File: config.mk
export PLATFORM = sky130hd
export DESIGN_NAME = decode_hazard_ctrl
export DESIGN_NICKNAME = d
export VERILOG_FILES = /design/src/rtl/decode_hazard_ctrl.sv
export SDC_FILE = /design/constraint.sdc
export NUM_CORES = 1
export LEC_CHECK = 0
export CORE_MARGIN = 10
export CORE_UTILIZATION = 49
export DETAILED_ROUTE_END_ITERATION = 8
export GPL_TIMING_DRIVEN = 1
export PLACE_DENSITY = 0.92
export SYNTH_ARGS = -nofsm -noshare
export SYNTH_HDL_FRONTEND = slang
export SYNTH_SLANG_ARGS = --single-unit
File: constraint.sdc
create_clock -name clk -period 4.1 [get_ports clk]
set_clock_uncertainty 0.15 [all_clocks]
set_input_delay 0.41 -clock clk [delete_from_list [all_inputs] [get_ports clk]]
set_output_delay 0.41 -clock clk [all_outputs]
set_load 0.005 [all_outputs]
File: src/rtl/decode_hazard_ctrl.sv
// Decode-stage sequencer: IF/ID register, load-use bubble insertion and branch flush handling.
// Optional performance counters are enabled by defining DECODE_PERF_CNT_EN.
module decode_hazard_ctrl #(
    parameter int XLEN         = 32,
    parameter int FLUSH_CYCLES = 1,
    parameter int CNT_W        = 32
) (
    input  logic            clk,
    input  logic            rst,
    input  logic            if_valid,
    input  logic [31:0]     if_instr,
    input  logic [XLEN-1:0] if_pc,
    output logic            if_ready,
    output logic            id_valid,
    output logic [31:0]     id_instr,
    output logic [XLEN-1:0] id_pc,
    input  logic            id_ready,
    input  logic            ex_valid,
    input  logic            ex_is_load,
    input  logic [4:0]      ex_rd,
    input  logic            flush_req,
    output logic            lu_stall
`ifdef DECODE_PERF_CNT_EN
    ,
    output logic [CNT_W-1:0] stall_cnt,
    output logic [CNT_W-1:0] flush_cnt
`endif
);

    typedef enum logic [1:0] {S_RUN, S_LU_STALL, S_FLUSH} state_t;

    localparam logic [6:0] OPC_OP     = 7'b0110011;
    localparam logic [6:0] OPC_OP_IMM = 7'b0010011;
    localparam logic [6:0] OPC_LOAD   = 7'b0000011;
    localparam logic [6:0] OPC_JALR   = 7'b1100111;
    localparam logic [6:0] OPC_STORE  = 7'b0100011;
    localparam logic [6:0] OPC_BRANCH = 7'b1100011;

    localparam logic [3:0] FLUSH_INIT = 4'(FLUSH_CYCLES);
    localparam state_t     FLUSH_DEST = (FLUSH_CYCLES > 0) ? S_FLUSH : S_RUN;

    state_t            state_q, state_d;
    logic              reg_valid_q, reg_valid_d;
    logic [31:0]       instr_q, instr_d;
    logic [XLEN-1:0]   pc_q, pc_d;
    logic [3:0]        cnt_q, cnt_d;

    logic use_rs1, use_rs2, hazard, load;

    always_comb begin
        use_rs1 = 1'b0;
        use_rs2 = 1'b0;
        case (instr_q[6:0])
            OPC_OP, OPC_STORE, OPC_BRANCH: begin
                use_rs1 = 1'b1;
                use_rs2 = 1'b1;
            end
            OPC_OP_IMM, OPC_LOAD, OPC_JALR: use_rs1 = 1'b1;
            default: ;
        endcase
    end

    assign hazard = reg_valid_q & ex_valid & ex_is_load & (ex_rd != 5'd0)
                  & ((use_rs1 & (instr_q[19:15] == ex_rd))
                   | (use_rs2 & (instr_q[24:20] == ex_rd)));

    always_comb begin
        state_d     = state_q;
        reg_valid_d = reg_valid_q;
        instr_d     = instr_q;
        pc_d        = pc_q;
        cnt_d       = cnt_q;
        load        = 1'b0;
        id_valid    = 1'b0;
        lu_stall    = 1'b0;
        if_ready    = 1'b0;

        case (state_q)
            S_RUN: begin
                id_valid = reg_valid_q & ~hazard;
                lu_stall = hazard & id_ready;
                load     = ~reg_valid_q | (id_ready & ~hazard);
                if (hazard && id_ready) state_d = S_LU_STALL;
            end
            S_LU_STALL: begin
                // The load has moved past EX, so the held instruction may issue.
                id_valid = reg_valid_q;
                load     = ~reg_valid_q | id_ready;
                if (id_ready) state_d = S_RUN;
            end
            S_FLUSH: begin
                reg_valid_d = 1'b0;
                if (if_valid) begin
                    if (cnt_q != 4'd0) cnt_d = cnt_q - 4'd1;
                    if (cnt_q <= 4'd1) state_d = S_RUN;
                end
            end
            default: state_d = S_RUN;
        endcase

        if_ready = load | (state_q == S_FLUSH);

        if (load) begin
            reg_valid_d = if_valid;
            if (if_valid) begin
                instr_d = if_instr;
                pc_d    = if_pc;
            end
        end

        // A flush squashes decode and drops whatever fetch presents this cycle.
        if (flush_req) begin
            reg_valid_d = 1'b0;
            instr_d     = instr_q;
            pc_d        = pc_q;
            lu_stall    = 1'b0;
            cnt_d       = FLUSH_INIT;
            state_d     = FLUSH_DEST;
        end
    end

    always_ff @(posedge clk) begin
        if (rst) begin
            state_q     <= S_RUN;
            reg_valid_q <= 1'b0;
            instr_q     <= 32'h0000_0013;
            pc_q        <= '0;
            cnt_q       <= 4'd0;
        end else begin
            state_q     <= state_d;
            reg_valid_q <= reg_valid_d;
            instr_q     <= instr_d;
            pc_q        <= pc_d;
            cnt_q       <= cnt_d;
        end
    end

    assign id_instr = instr_q;
    assign id_pc    = pc_q;

`ifdef DECODE_PERF_CNT_EN
    logic [CNT_W-1:0] stall_cnt_q, stall_cnt_d;
    logic [CNT_W-1:0] flush_cnt_q, flush_cnt_d;

    always_comb begin
        stall_cnt_d = stall_cnt_q + CNT_W'(lu_stall);
        flush_cnt_d = flush_cnt_q + CNT_W'(flush_req);
    end

    always_ff @(posedge clk) begin
        if (rst) begin
            stall_cnt_q <= '0;
            flush_cnt_q <= '0;
        end else begin
            stall_cnt_q <= stall_cnt_d;
            flush_cnt_q <= flush_cnt_d;
        end
    end

    assign stall_cnt = stall_cnt_q;
    assign flush_cnt = flush_cnt_q;
`else
`endif

endmodule
Yosys cells after proc, flatten, opt, wreduce, memory -nomap -nowiden

Cells that the tools add are included.
W data, S select, Z words.

Register bits: 71
Bits in latches: 0
Memory bits (writable): 0
Bits in read-only memories: 0
Bits of input ports: 76
Output and inout port bits: 67
Word-level logic and storage cells: 77
Memories: 0

Add/sub/neg operators: 1
Multipliers: 0
Div/mod/pow operators: 0
$lt $le $gt $ge: 1
Equality and inequality tests: 18
Shift operators: 0
Multiplexer cells: 18
Bitwise logic cells: 16
Reduce and logical (&&, ||, !) cells: 16

Operators with widths:

| cell                  | count |
|---|---|
| $eq A7 B6 Y1 const B  | 2 |
| $eq A7 B7 Y1 const B  | 2 |
| $ne A3 B3 Y1 const B  | 4 |
| $eq A5 B5 Y1          | 2 |
| $mux W1               | 10 |
| $mux W2               | 5 |
| $and A1 B1 Y1         | 9 |
| $reduce_and A3 Y1     | 3 |
| $ne A2 B2 Y1 const B  | 4 |
| $reduce_and A4 Y1     | 2 |
| $reduce_bool A2 Y1    | 4 |
| $eq A7 B2 Y1 const B  | 1 |
| $eq A7 B5 Y1 const B  | 1 |
| $pmux W2 S3           | 1 |
| $reduce_or A6 Y1      | 1 |
| $reduce_bool A5 Y1    | 1 |
| $le A4 B1 Y1 const B  | 1 |
| $or A1 B1 Y1          | 4 |
| $pmux W1 S2           | 2 |
| $reduce_bool A4 Y1    | 1 |
| $sub A4 B1 Y4 const B | 1 |
| $not A1 Y1            | 3 |
| $reduce_or A3 Y1      | 1 |
| $eq A2 B1 Y1 const B  | 1 |
| other kinds (4)       | 4 |

Depth between registers and ports, before layout

Gate-level depths: netlist of run 1.

Depth after elaboration: 11
Mapped depth: 7
Gate-level depth less buffers: 6

Worst setup path before layout of run 1

OpenSTA, ideal clock, no wires.

Path kind: input to output
From: in ex_rd[1]
To: out id_valid
Arrival: 1.586 ns
Data required time: 3.540 ns
Setup slack: 1.954 ns
Cell stages on the path: 5
Path buffers: 1
Cells stage by stage: or4_4 -> o211ai_4 -> buf_6 -> nor2_2 -> nor3b_1

Longest elaborated chain between the ends: 7
Elaborated cells on any way between the ends: 11
Classes of those cells: 2 x eq/ne; 1 x mux; 7 x bitwise; 1 x reduce/logical

RTL lines:

| item                                    | line   | source |
|---|---|---|
| start, declared                         | 20     | `input logic [4:0] ex_rd,` |
| $eq A5 B5 Y1, on equally long branches  | 64, 65 |  |
| $and A1 B1 Y1, on equally long branches | 64, 65 |  |
| $or A1 B1 Y1                            | 65     | `\| (use_rs2 & (instr_q[24:20] == ex_rd)));` |
| $and A1 B1 Y1 *                         | 64     | `& ((use_rs1 & (instr_q[19:15] == ex_rd))` |
| $not A1 Y1 *                            | 80     | `id_valid = reg_valid_q & ~hazard;` |
| $and A1 B1 Y1 *                         | 80     |  |
| $pmux W1 S2 *                           | 78     | `case (state_q)` |
| end, declared                           | 14     | `output logic id_valid,` |

Every way passes the cells marked *; elsewhere a longest branch is shown, timed or not.

Worst setup path in the final report of run 1

From: in ex_rd[1]
To: out if_ready

Longest elaborated chain between the ends: 9
Elaborated cells on any way between the ends: 13
Classes of those cells: 2 x eq/ne; 1 x mux; 9 x bitwise; 1 x reduce/logical

RTL lines:

| item                                    | line   | source |
|---|---|---|
| $eq A5 B5 Y1, on equally long branches  | 64, 65 |  |
| $and A1 B1 Y1, on equally long branches | 64, 65 |  |
| $or A1 B1 Y1                            | 65     |  |
| $and A1 B1 Y1 *                         | 64     |  |
| $not A1 Y1 *                            | 82     | `load = ~reg_valid_q \| (id_ready & ~hazard);` |
| $and A1 B1 Y1 *                         | 82     |  |
| $or A1 B1 Y1 *                          | 82     |  |
| $pmux W1 S2 *                           | 78     |  |
| $or A1 B1 Y1 *                          | 101    | `if_ready = load \| (state_q == S_FLUSH);` |
| end, declared                           | 13     | `output logic if_ready,` |

Marked as above.

==> results of run 1 <==
how the worst max path moves through the flow:
stage / slack (ps) / endpoint / startpoint / cells past startpoint
2_1_floorplan: 1950 / id_valid / ex_rd[1] / 5
3_3_place_gp: 1050 / id_valid / ex_rd[1] / 6
3_5_place_dp: 1030 / if_ready / ex_rd[1] / 6
4_1_cts: 1010 / if_ready / ex_rd[1] / 6
5_1_grt: 920 / id_valid / ex_rd[1] / 6
6_report: 1020 / if_ready / ex_rd[1] / 6
state kept, by name (all words and copies together), names as in the netlist:
| signal | count |
|---|---|
| id_instr | 32 |
| cnt_q | 4 |
| state_q | 2 |
| reg_valid_q | 1 |
| id_pc | 32 |
worst min-delay path, cell delays in order (launching register included):
cell and delay [ps]:
dfxtp_1 310, nand2_1 70, o311ai_1 80
cells by family (layout without fill, tap and decap cells):
group | Yosys count | count (layout)
fa+ha+maj | 2 | 2
simple gates | 217 | 217
buf+inv | 62 | 172
flops | 71 | 71
xor+xnor | 13 | 13
compound gates | 138 | 138
cell usage in the layout (no fill, tap or decap), types with 2 or more instances in the layout:
cell type,instances
a211oi_1,2
a21oi_1,3
a2bb2oi_1,60
a31oi_1,2
and3_1,60
and3b_1,2
buf_4,5
clkbuf_1,3
clkbuf_8,10
clkdlybuf4s50_1,142
clkinv_2,2
dfxtp_1,71
ha_1,2
inv_1,7
nand2_1,125
nand2b_1,3
nand3_1,2
nor2_1,7
nor3_1,8
o211ai_1,4
o311ai_0,47
o311ai_1,13
xnor2_1,11
xor2_1,2
routing by layer:
| metal | part of all wire [%] | wire (um) |
|---|---|---|
| met1 | 40 | 5030 |
| met2 | 50 | 6280 |
| met3 | 7.7 | 968 |
| met4 | 2.4 | 299 |
| met5 | 0 | 0 |
final cells by class:
cell class | count | area (sq um) | area share, %
tap | 105 | 131 | 2.34
clock buffer | 13 | 149 | 2.65
inverter | 8 | 30.0 | 0.534
multi-input combinational | 370 | 2390 | 42.6
clock inverter | 3 | 18.8 | 0.334
sequential | 71 | 1420 | 25.3
timing repair buffer | 148 | 1480 | 26.3
power by group:
part | internal [W] | switching [W]
Clock | 0.000236 | 0.000260
Sequential | 0.000744 | 0.0000381
Combinational | 0.000238 | 0.000158
Total | 0.00122 | 0.000456
stage by stage:
step                      setup slack [ps]  instances  utilization, %  hold slack (ps)
after CTS                             1010        718            68.8              365
after global routing                   925        718            68.8              388
final                                 1020        718            68.8              362
after floorplan                       1950        503               -              339
after global placement                1050        702            66.7              337
after detailed placement              1030        702            66.7              348
==> summary.md, run 1 <==
| Metric | Value |
|---|---|
| Worst VDD drop | `0.155 mV` |
| Final period utilization | `75.2%` |
| Worst R2R Start | `id_instr[4]` |
| Slowest CP cell | `or4_4` |
| Post-synthesis cell count | `503` |
| Worst Hold Depth | `2` |
| Io pins | `143` |
| Top cell type's share of synthesized area | `34.6%` |
| Depth of the CTS H-tree | `3` |
| Post-synthesis adder-cell area fraction | `0.609%` |
| Status | `complete, no violations` |
| Main combinational cell family by area after synthesis | `compound AO/OA/AOI/OAI gates` |
| CORE AREA | `8180 sq um` |
| CP max FO | `4` |
| Max Freq | `324 MHz` |
| Vias per Instance | `6.07` |
| Leakage | `2.13 nW` |
| Antenna violations before repair | `0` |
| Die area | `12400 sq um` |
| Syn_area_per_cell | `8.17 sq um` |
| Finished Cell Area | `5620 sq um` |
| Die X | `112 um` |
| CP bufs+invs | `2` |
| Post-synth ARST share | `0%` |
| Synth cell types | `42` |
| Synth top cells by count | `nand2_1, dfxtp_1, a2bb2oi_1, and3_1, o311ai_0` |
| Main synth FF type | `dfxtp_1` |
| Final setup viols | `0` |
| Post-CTS Resized | `0` |
| Busiest grt layer | `met2` |
| Initial cell density of the core | `50.2%` |
| Number of global-route vias before repair | `4080` |
| Hold Fails Final Rpt | `0` |
| Simple logic cell fraction of the synthesized area | `25.4%` |
| Largest net degree at the start of global routing | `124` |
| Antenna cell count | `0` |
| TritonRoute pass-1 iters | `5` |
| Largest stage delay on the critical path | `580 ps` |
| P per Cell Area | `298 nW/um^2` |
| Clock slew seen by the registers of the worst setup and hold paths | `80 ps` |
| Filler cell count | `641` |
| Fraction of layout cells with a size suffix above 1 | `4.24%` |
| Synth Area in Compound Gates | `29.3%` |
| FP Rows | `33` |
| Port bufs | `142` |
| Crit path DAT | `2520 ps` |
| Reg2Reg Setup Slack | `1640 ps` |
| CP top delay family | `buffers and inverters` |
| WS Path Type | `in -> out` |
| Post CTS Setup Buffer Count | `0` |
| Clock Sinks | `71` |
| Routed WL | `12600 um` |
| First-pass GRT wire length | `20100 um` |
| CTS Buf Count | `9` |
| Hold Startpoint | `id_instr[14]` |
| Ys Warns | `0` |
| R2r worst-path depth | `5` |
| Post-synthesis xor/xnor area fraction | `2.77%` |
| Sequential fraction of the synthesis area | `34.6%` |
| Met3 usage | `6.01%` |
| RR Endpoint | `id_pc[14]` |
| CP Capture Type | `output port` |
| Post-route ant nets | `0` |
| Synth Register Bits | `71` |
| Post-synth EDFFs | `0` |
| Worst slew pin tran | `1090 ps` |
| Worst min-delay path category | `reg -> reg` |
| CTS Root Cell | `clkbuf_8` |
| Via Count | `4358` |
| Slew HR | `27.5%` |
| Post-synthesis mux area share | `0%` |
| DP Area | `5450 sq um` |
| Post-Synthesis Cell Area | `4110 sq um` |
| Max Cap Viol | `0` |
| Most common cell in the netlist | `nand2_1` |
| Final Critical Period | `3080 ps` |
| Worst endpoint required time | `3540 ps` |
| Overall power | `0.00167 W` |
| Slew Limit Fails | `0` |
| Clock latency on the worst-skew pair | `350 ps` |
| Biggest area consumer among synthesized cells | `dfxtp_1` |
| CTS tree | `yes` |
| Area Overhead vs Synth | `36.9%` |
| Clock Path Buffers | `2` |
| Worst setup SP type | `input pin` |
| 1st-iter DRT viols | `227` |
| Syn Nets | `581` |
| Hold endpoint | `id_instr[14]` |
| Congestion Overflow GR | `0` |
| Die Ht | `112 um` |
| Final net count | `686` |
| Largest cells by area after synthesis | `dfxtp_1, a2bb2oi_1, nand2_1` |
| Crit-path most repeated cell | `clkdlybuf4s50_1` |
| RSZ-0062 raised after global routing | `no` |
| Avg WL per Cell | `17.5 um` |
| M2 GR Usage | `32.4%` |
| CP Cell Sequence | `clkdlybuf4s50_1, or4_4, o211ai_4, nor2_2, o221ai_1, clkdlybuf4s50_1` |
| Met1 GRT Util | `21.0%` |
| Tot GR Track Use | `18.9%` |
| DP HPWL | `8700 um` |
| Remaining DRCs | `0` |
| Hold Buf Count CTS | `0` |
| Setup TNS | `0 ps` |
| Routability cong. | `0.872` |
Note: power is estimated with default switching activity, not from simulation.
==> inputs of run 2 (changes only) <==
Settings changed: CORE_UTILIZATION 49 to 41, PLACE_DENSITY 0.92 to 0.83.
Clock period 4.1 ns to 2.8 ns, I/O delays scaled along.
==> summary.md, run 2 (synthesized netlist as in run 1, its figures left out) <==
| Metric | Value |
|---|---|
| Status | `complete, no violations` |
| CP Capture Type | `output port` |
| Commonest non-fill, non-tap cells in the layout | `clkdlybuf4s50_1, nand2_1, dfxtp_1, and3_1, a2bb2oi_1` |
| Hold endpoint | `id_instr[3]` |
| Routability cong. | `0.808 (-7.4%)` |
| Final Critical Period | `2760 ps` |
| Worst slew pin tran | `686 ps (-402 ps)` |
| Post-route ant nets | `0 (unchanged)` |
| Avg WL per Cell | `16.5 um (-5.6%)` |
| CTS tree | `yes` |
| Remaining DRCs | `0 (unchanged)` |
| Routed WL | `12400 um (-0.97%)` |
| Slowest CP cell | `or4_4` |
| Final period utilization | `98.6%` |
| Final net count | `693 (+1.0%)` |
| Slew Limit Fails | `0 (unchanged)` |
| Vias per Instance | `5.61 (-7.6%)` |
| Die X | `120 um (+7.7%)` |
| Hold Fails Final Rpt | `0 (unchanged)` |
| TritonRoute pass-1 iters | `4 (-1)` |
| Depth of the CTS H-tree | `3 (unchanged)` |
| Die area | `14400 sq um (+16%)` |
| Number of global-route vias before repair | `4057 (-0.56%)` |
| Final setup viols | `0 (unchanged)` |
| Io pins | `143 (unchanged)` |
| Worst min-delay path category | `reg -> reg` |
| R2r worst-path depth | `5 (unchanged)` |
| Largest stage delay on the critical path | `560 ps (-20 ps)` |
| Max Cap Viol | `0 (unchanged)` |
| CORE AREA | `9770 sq um (+20%)` |
| Worst endpoint required time | `2370 ps (-1170 ps)` |
| CP top delay family | `buffers and inverters` |
| Clock Path Buffers | `2 (unchanged)` |
| Via Count | `4225 (-3.1%)` |
| Reg2Reg Setup Slack | `720 ps (-920 ps)` |
| Worst Hold Depth | `2 (unchanged)` |
| Crit-path most repeated cell | `clkdlybuf4s50_1` |
| Overall power | `0.00258 W (+54%)` |
| Cells after DPL | `737 (+5.0%)` |
| CP Cell Sequence | `clkdlybuf4s50_1, or4_4, o211ai_4, buf_4, inv_1, nand2_1, nor3_2, clkdlybuf4s50_1` |
| Area Overhead vs Synth | `41.5%` |
| Post-CTS Resized | `0 (unchanged)` |
| Fraction of layout cells with a size suffix above 1 | `6.45% (+2.2 points)` |
| Tot GR Track Use | `16.4% (-2.6 points)` |
| Worst setup SP type | `input pin` |
| P per Cell Area | `444 nW/um^2 (+49%)` |
| Clock latency on the worst-skew pair | `340 ps (about the same)` |
| Commonest non-fill, non-tap cell in the layout | `clkdlybuf4s50_1` |
| Worst VDD drop | `0.217 mV (+40%)` |
| Slew HR | `54.3% (+27 points)` |
| Hold Startpoint | `id_instr[3]` |
| DP HPWL | `8670 um (-0.31%)` |
| Setup TNS | `0 ps (unchanged)` |
| Clock slew seen by the registers of the worst setup and hold paths | `80 ps (about the same)` |
| Crit path DAT | `2330 ps (-190 ps)` |
| Congestion Overflow GR | `0 (unchanged)` |
| CTS Root Cell | `clkbuf_8` |
| Antenna cell count | `0 (unchanged)` |
| RR Endpoint | `id_pc[17]` |
| Clock Sinks | `71 (unchanged)` |
| CP max FO | `3 (-1)` |
| WS Path Type | `in -> out` |
| CP bufs+invs | `4 (+2)` |
| FP Rows | `36 (+9.1%)` |
| Die Ht | `120 um (+7.7%)` |
| Max Freq | `362 MHz` |
| Antenna violations before repair | `0 (unchanged)` |
| Hold Buf Count CTS | `0 (unchanged)` |
| Post CTS Setup Buffer Count | `0 (unchanged)` |
| RSZ-0062 raised after global routing | `yes` |
| CTS Buf Count | `9 (unchanged)` |
| Largest net degree at the start of global routing | `123 (-0.81%)` |
| Port bufs | `142 (unchanged)` |
| First-pass GRT wire length | `20000 um (-0.41%)` |
| Leakage | `2.20 nW (+3.1%)` |
| Fin cells | `753 (+4.9%)` |
| Initial cell density of the core | `42.0% (-8.2 points)` |
| Worst R2R Start | `id_instr[4]` |
| 1st-iter DRT viols | `227 (unchanged)` |
==> run 2: cell types whose count changed in the layout (fill, tap and decap cells not counted), sizes merged <==
| cell | delta |
|---|---|
| bufinv | +1 |
| buf | +7 |
| clkinvlp | +2 |
| clkbuf | -3 |
| clkinv | -1 |
| inv | +1 |
==> run 2: tightest hold or removal path, cell delays in order, from the launching register on <==
cell and delay (ps):
dfxtp_1 320, nand3_1 80, o41ai_2 60
==> run 2: area by class of cell <==
| class | count | area (sq um) |
|---|---|---|
| Clock buffer | 10 | 138 |
| Clock inverter | 6 | 67.6 |
| Fill cell | 852 | 3960 |
| Inverter | 8 | 30.0 |
| Multi-Input combinational cell | 370 | 2420 |
| Sequential cell | 71 | 1420 |
| Tap cell | 133 | 166 |
| Timing Repair Buffer | 155 | 1570 |
==> run 2: worst max-delay path by stage <==
stage             start        to  depth (start not counted)
6_report       ex_rd[1]  lu_stall                          8
2_1_floorplan  ex_rd[1]  id_valid                          5
5_1_grt        ex_rd[1]  lu_stall                          8
4_1_cts        ex_rd[1]  id_valid                          6
3_5_place_dp   ex_rd[1]  id_valid                          6
3_3_place_gp   ex_rd[1]  id_valid                          6
==> run 2: per-layer routing <==
layer,part of all wire (%),vias to the layer above,global-route usage (%)
met5,0,-,0
li1,-,2116,-
met4,1.6,0,5.58
met3,7.7,15,5.63
met2,47,120,27.0
met1,44,1974,19.4
==> run 2: stage by stage <==
step	utilization [%]	hold slack [ps]	instance area (sq um)	worst slack [ps]
4_1_cts	59.2	336	5780	34.6
6_report	59.4	360	5810	38.1
3_3_place_gp	57.1	340	5580	74.4
3_5_place_dp	57.1	348	5580	45.6
2_1_floorplan	-	220	4110	914
5_1_grt	59.4	347	5810	-37.6
==> run 2: power by group <==
part	switching, W	internal [W]	leakage [nW]	total (W)
logic	0.000235	0.000360	1.51	0.000595
registers	0.0000558	0.00109	0.583	0.00115
clock network	0.000399	0.000439	0.0989	0.000838
total	0.000690	0.00189	2.20	0.00258
